[config.mk]
export PLATFORM = sky130hd
export DESIGN_NAME = adder_subtractor
export DESIGN_NICKNAME = d
export VERILOG_FILES = /design/src/rtl/adder_subtractor.sv
export SDC_FILE = /design/constraint.sdc
export NUM_CORES = 1
export LEC_CHECK = 0
export ABC_AREA = 1
export CORE_MARGIN = 2
export CORE_UTILIZATION = 44
export CTS_BUF_LIST = sky130_fd_sc_hd__clkbuf_8
export DETAILED_ROUTE_END_ITERATION = 16
export GPL_TIMING_DRIVEN = 0
export PLACE_DENSITY = 0.83
export SETUP_SLACK_MARGIN = 0.05
export SYNTH_ARGS = -nofsm -noshare
export SYNTH_HDL_FRONTEND = slang
export SYNTH_SLANG_ARGS = --single-unit
[constraint.sdc]
create_clock -name clk -period 6.6 [get_ports clk]
set_clock_uncertainty 0.15 [all_clocks]
set_input_delay 1.98 -clock clk [delete_from_list [all_inputs] [get_ports clk]]
set_output_delay 1.98 -clock clk [all_outputs]
set_load 0.02 [all_outputs]
[src/rtl/adder_subtractor.sv]
// adder_subtractor: registered ripple-carry add/subtract with carry, overflow, zero and sign flags
module adder_subtractor #(
  parameter int WIDTH = 6
) (
  input  logic             clk,
  input  logic             reset,
  input  logic [WIDTH-1:0] A,
  input  logic [WIDTH-1:0] B,
  input  logic             S,
  input  logic             EN,
  output logic [WIDTH-1:0] ANSWER,
  output logic             VALID,
  output logic             CARRY,
  output logic             OVERFLOW,
  output logic             ZERO,
  output logic             NEG
);
  logic [WIDTH-1:0] bx, sum;
  logic [WIDTH:0]   c;
  assign bx   = B ^ {WIDTH{S}};
  assign c[0] = S;
  for (genvar i = 0; i < WIDTH; i++) begin : g_fa
    assign sum[i]   = A[i] ^ bx[i] ^ c[i];
    assign c[i+1]   = (A[i] & bx[i]) | (c[i] & (A[i] ^ bx[i]));
  end
  always_ff @(posedge clk) begin
    if (reset) begin
      ANSWER   <= '0;
      VALID    <= 1'b0;
      CARRY    <= 1'b0;
      OVERFLOW <= 1'b0;
      ZERO     <= 1'b1;
      NEG      <= 1'b0;
    end else begin
      VALID <= EN;
      if (EN) begin
        ANSWER   <= sum;
        CARRY    <= c[WIDTH];
        OVERFLOW <= c[WIDTH] ^ c[WIDTH-1];
        ZERO     <= ~|sum;
        NEG      <= sum[WIDTH-1];
      end
    end
  end
endmodule

### Word-level counts from Yosys, hierarchy flattened

Index checks and enable logic that the tools add are counted.

| storage, ports and cells | value |
|---|---|
| register bits after elaboration | 11 |
| bits of input ports | 16 |
| word-level logic and storage cells | 40 |

| operators by class | value |
|---|---|
| bitwise gates (word level) | 32 |
| reduce and logical (&&, ||, !) cells | 2 |

Operator list:

| cell | count |
|---|---|
| $xor 1x1->1 | 13 |
| $and 1x1->1 | 12 |
| $or 1x1->1 | 6 |
| $reduce_or 6->1 | 1 |
| $xor 6x6->6 | 1 |
| $logic_not 1->1 | 1 |

### Logic depth before layout (Yosys ltp)

| depth | value |
|---|---|
| depth in word-level cells | 15 |
| mapped depth | 15 |

### Least setup slack after synthesis

OpenSTA, ideal clock, no wires.

| path | value |
|---|---|
| path type | input to register |
| start point | in S |
| end point | reg ZERO |
| setup time | 0.058 ns |
| arrival | 4.427 ns |
| data required time | 6.392 ns |
| path slack | 1.965 ns |
| cell stages on the path | 13 |
| path buffers | 1 |
| cell sequence | buf_2 > xnor2_1 > fa_1 > inv_1 > fa_1 > inv_1 > fa_1 > fa_1 > inv_1 > fa_1 > nor2_2 > nand3_1 > nand2_1 |

| on the way | value |
|---|---|
| longest elaborated chain between the ends | 15 |
| elaborated cells between the ends (all ways) | 30 |

Ends and longest elaborated chain:

| element | line | RTL |
|---|---|---|
| from (decl) | 9 | `input logic S,` |
| $xor 6x6->6 | 20 | `assign bx = B ^ {WIDTH{S}};` |
| $xor 1x1->1 | 24 | `assign c[i+1] = (A[i] & bx[i]) \| (c[i] & (A[i] ^ bx[i]));` |
| $and 1x1->1 | 24 |  |
| $or 1x1->1 | 24 |  |
| $and 1x1->1 | 24 |  |
| $or 1x1->1 | 24 |  |
| $and 1x1->1 | 24 |  |
| $or 1x1->1 | 24 |  |
| $and 1x1->1 | 24 |  |
| $or 1x1->1 | 24 |  |
| $and 1x1->1 | 24 |  |
| $or 1x1->1 | 24 |  |
| $xor 1x1->1 (*) | 23 | `assign sum[i] = A[i] ^ bx[i] ^ c[i];` |
| via sum[5] | 18 | `logic [WIDTH-1:0] bx, sum;` |
| $reduce_or 6->1 (*) | 40 | `ZERO <= ~\|sum;` |
| $logic_not 1->1 (*) | 40 |  |
| to (signal assigned) | 40 |  |
| to (decl) | 15 | `output logic ZERO,` |

The timed path passes the listed nets; every way through them passes the cells marked *.
A chain may end at the register's enable or synchronous reset.

### Worst setup path after layout

| path | value |
|---|---|
| start point | in B[0] |
| end point | reg ZERO |

| on the way | value |
|---|---|
| longest elaborated chain between the ends | 15 |
| elaborated cells between the ends (all ways) | 21 |

Ends and longest elaborated chain:

| element | line | RTL |
|---|---|---|
| from (decl) | 8 | `input logic [WIDTH-1:0] B,` |
| $xor 6x6->6 (*) | 20 |  |
| $xor 1x1->1 | 24 |  |
| $and 1x1->1 | 24 |  |
| $or 1x1->1 (*) | 24 |  |
| $and 1x1->1 (*) | 24 |  |
| $or 1x1->1 (*) | 24 |  |
| $and 1x1->1 (*) | 24 |  |
| $or 1x1->1 (*) | 24 |  |
| $and 1x1->1 (*) | 24 |  |
| $or 1x1->1 (*) | 24 |  |
| $and 1x1->1 (*) | 24 |  |
| $or 1x1->1 (*) | 24 |  |
| $xor 1x1->1 (*) | 23 |  |
| via sum[5] | 18 |  |
| $reduce_or 6->1 (*) | 40 |  |
| $logic_not 1->1 (*) | 40 |  |

Marked as above.

==> reports/results.ini <==
[sta]
hold_viol = 0
rsz0062_at_grt = false
hold_slack_ps = 321
period_share_pct = 73.1
report.final.setup_viol = 0
slew_viol_final = 0
worst_pin_slew_ps = 247
slew_headroom_pct = 83.5
min_period_ps = 4820
fin_setup_tns_ps = 0
max_freq_ghz = 0.207
worst_slack_ps = 1780

[yosys]
synth_edf_count = 0
syn-instance-count = 68
ys.flop_type = dfxtp_1
synth_most_common_cell = nor2_1
synthTopCellsByCount = nor2_1 (12), dfxtp_1 (10), inv_1 (10)
synth_nets = 89
synth-async-reset-ratio_pct = 0
synth_top_area_share_pct = 32.2
synth-seq-cells = 10
ys_seq_area_share_pct = 32.2
synth.largest_area_cell = dfxtp_1
synthTopCellsByArea = dfxtp_1 (32%), fa_1 (16%), a211oi_2 (10%)
syn_avg_cell_area_um2 = 9.14
synth_warnings = 0
synth_area_um2 = 622
yosysUniqueCellTypes = 18

[finish]
drive_gt1_share_pct = 17.9
nets = 117
fillCellCount = 103
stdcell_area_um2 = 926
area_growth_pct = 48.9
diodes = 0

[clock_tree]
clock_latency_ps = 240
cts_setup_buffers = 0
root_buffer = clkbuf_8
numCtsBuffers = 3
clock_sinks = 10
cts.clk_slew.worst_paths_ps = 50
cts.repair.resized = 0
h-tree-depth = 1
cts_tree = built
ctsHoldBuffers = 0
clockBufferDepth = 2

[critical_path]
reg2reg_slack_ps = 5810
criticalPathCategory = input pin to flop
critPathCaptureType = flop
cpMaxStageDelayCell = clkdlybuf4s50_1
crit_path_start_kind = input pin
cp_top_family = adder cells
crit_chain = clkdlybuf4s50_1, mux2i_1, fa_1, inv_1, fa_1, inv_1, fa_1, fa_1, inv_1, fa_1, nor2_2, nand3_1, nand2_1
worst-path-buf-inv = 4
cp.arrival_ps = 4860
required_ps = 6640
path_max_fanout = 2
cpMostUsedCell = fa_1
slowest_delay_ps = 510

[global_routing]
grt_max_degree = 11
antenna_found_initial = 0
grt_pass1_wl_mm = 2.51
grt.total_usage_pct = 20.6
grt_pass1_vias = 568
grt-ovfl-total = 0

[job]
drv_cap = 0

[power_and_ir_drop]
p_per_area_nw_per_um2 = 238
p_leak_nw = 0.407
ir_worst_vdd_v = 0.000136
finalPower_w = 0.000221

[detailed_routing]
ant_nets = 0
vias = 529
avgRoutedWirePerCell_um = 12.2
drcViolationCount = 0
dr.pass1.iters = 3
vias_per_cell = 4.81
drt_wl_total_mm = 1.34
drtIter0Drc = 5

[floorplan]
dieArea_um2 = 1730
die_w_um = 41.6
chipHeight_um = 41.6
start_util_pct = 47.2
placementRows = 13
num_io_pins = 27
coreArea_um2 = 1320

[placement]
dpl.hpwl_mm = 1.10
gp_congestion = 0.648
place_ws_ps = 1490
place_area_um2 = 871
io_buffers = 23

[worst_hold_path]
hp-class = flop to flop

[status]
status = complete, no violations

layout make-up:
cell class                      count  area [µm²]  area share (%)
Timing Repair Buffer               23         230            24.9
Multi-Input combinational cell     42         332            35.8
Sequential cell                    10         200            21.6
Buffer                              5        48.8            5.27
Tap cell                           15        18.8            2.03
Inverter                           11        41.3            4.46
Clock buffer                        4        55.1            5.95
worst register-to-register path: stages (launching register included):
cell     delay (ps)
dfxtp_1         310
nor2_1          100
nor2_1           40
nand2_1          70
inv_1            30
per-stage QoR:
step	utilization (%)	instances
final	70.3	110
after global routing	70.3	110
after CTS	70.3	110
after detailed placement	66.1	106
after global placement	66.1	106
after floorplan	-	68
state kept, by name (all words and copies together), names as in the netlist:
name      count
ANSWER        6
ZERO          1
CARRY         1
OVERFLOW      1
VALID         1
worst paths after layout:
check                          from                endpoint  depth (start not counted)
max                            B[0]       ZERO$_SDFFE_PP1P_                         13
min               ZERO$_SDFFE_PP1P_       ZERO$_SDFFE_PP1P_                          2
max reg2reg  ANSWER[0]$_SDFFE_PP0P_  ANSWER[0]$_SDFFE_PP0P_                          4
min reg2reg       ZERO$_SDFFE_PP1P_       ZERO$_SDFFE_PP1P_                          2
cells by family (layout without fill, tap and decap cells):
family          count (synthesis)  count (layout)  share of synthesized area (%)
flops                          10              10                           32.2
mux                             1               1                           1.61
fa+ha+maj                       5               5                           16.1
simple gates                   24              24                           16.3
compound gates                  6               6                           10.9
xor+xnor                        6               6                           8.45
buf+inv                        16              43                           14.5
cells in the final DEF (no fill, tap or decap):
| cell | n |
|---|---|
| clkdlybuf4s50_1 | 23 |
| nor2_1 | 12 |
| dfxtp_1 | 10 |
| inv_1 | 10 |
| nand2_1 | 8 |
| a211oi_2 | 5 |
| fa_1 | 5 |
| xnor2_1 | 4 |
| clkbuf_8 | 4 |
| buf_2 | 2 |
| xor2_1 | 2 |
| nand3_1 | 2 |
| mux2i_1 | 1 |
| buf_6 | 1 |
| buf_12 | 1 |
| inv_2 | 1 |
| nor2_2 | 1 |
| nor3_2 | 1 |
| a21oi_1 | 1 |
| buf_4 | 1 |
metal layers:
layer	global-route usage, %	share of wire, %
met4	18.7	4.9
met2	33.8	54
met5	0	0
met1	19.3	37
met3	8.26	4.7
power by group:
part / internal [W] / switching, W / total [W]
combinational: 0.0000363 / 0.0000358 / 0.0000721
sequential: 0.0000666 / 0.00000313 / 0.0000697
clock: 0.0000526 / 0.0000263 / 0.0000790
total: 0.000155 / 0.0000653 / 0.000221
Note: power is estimated with default switching activity, not from simulation.
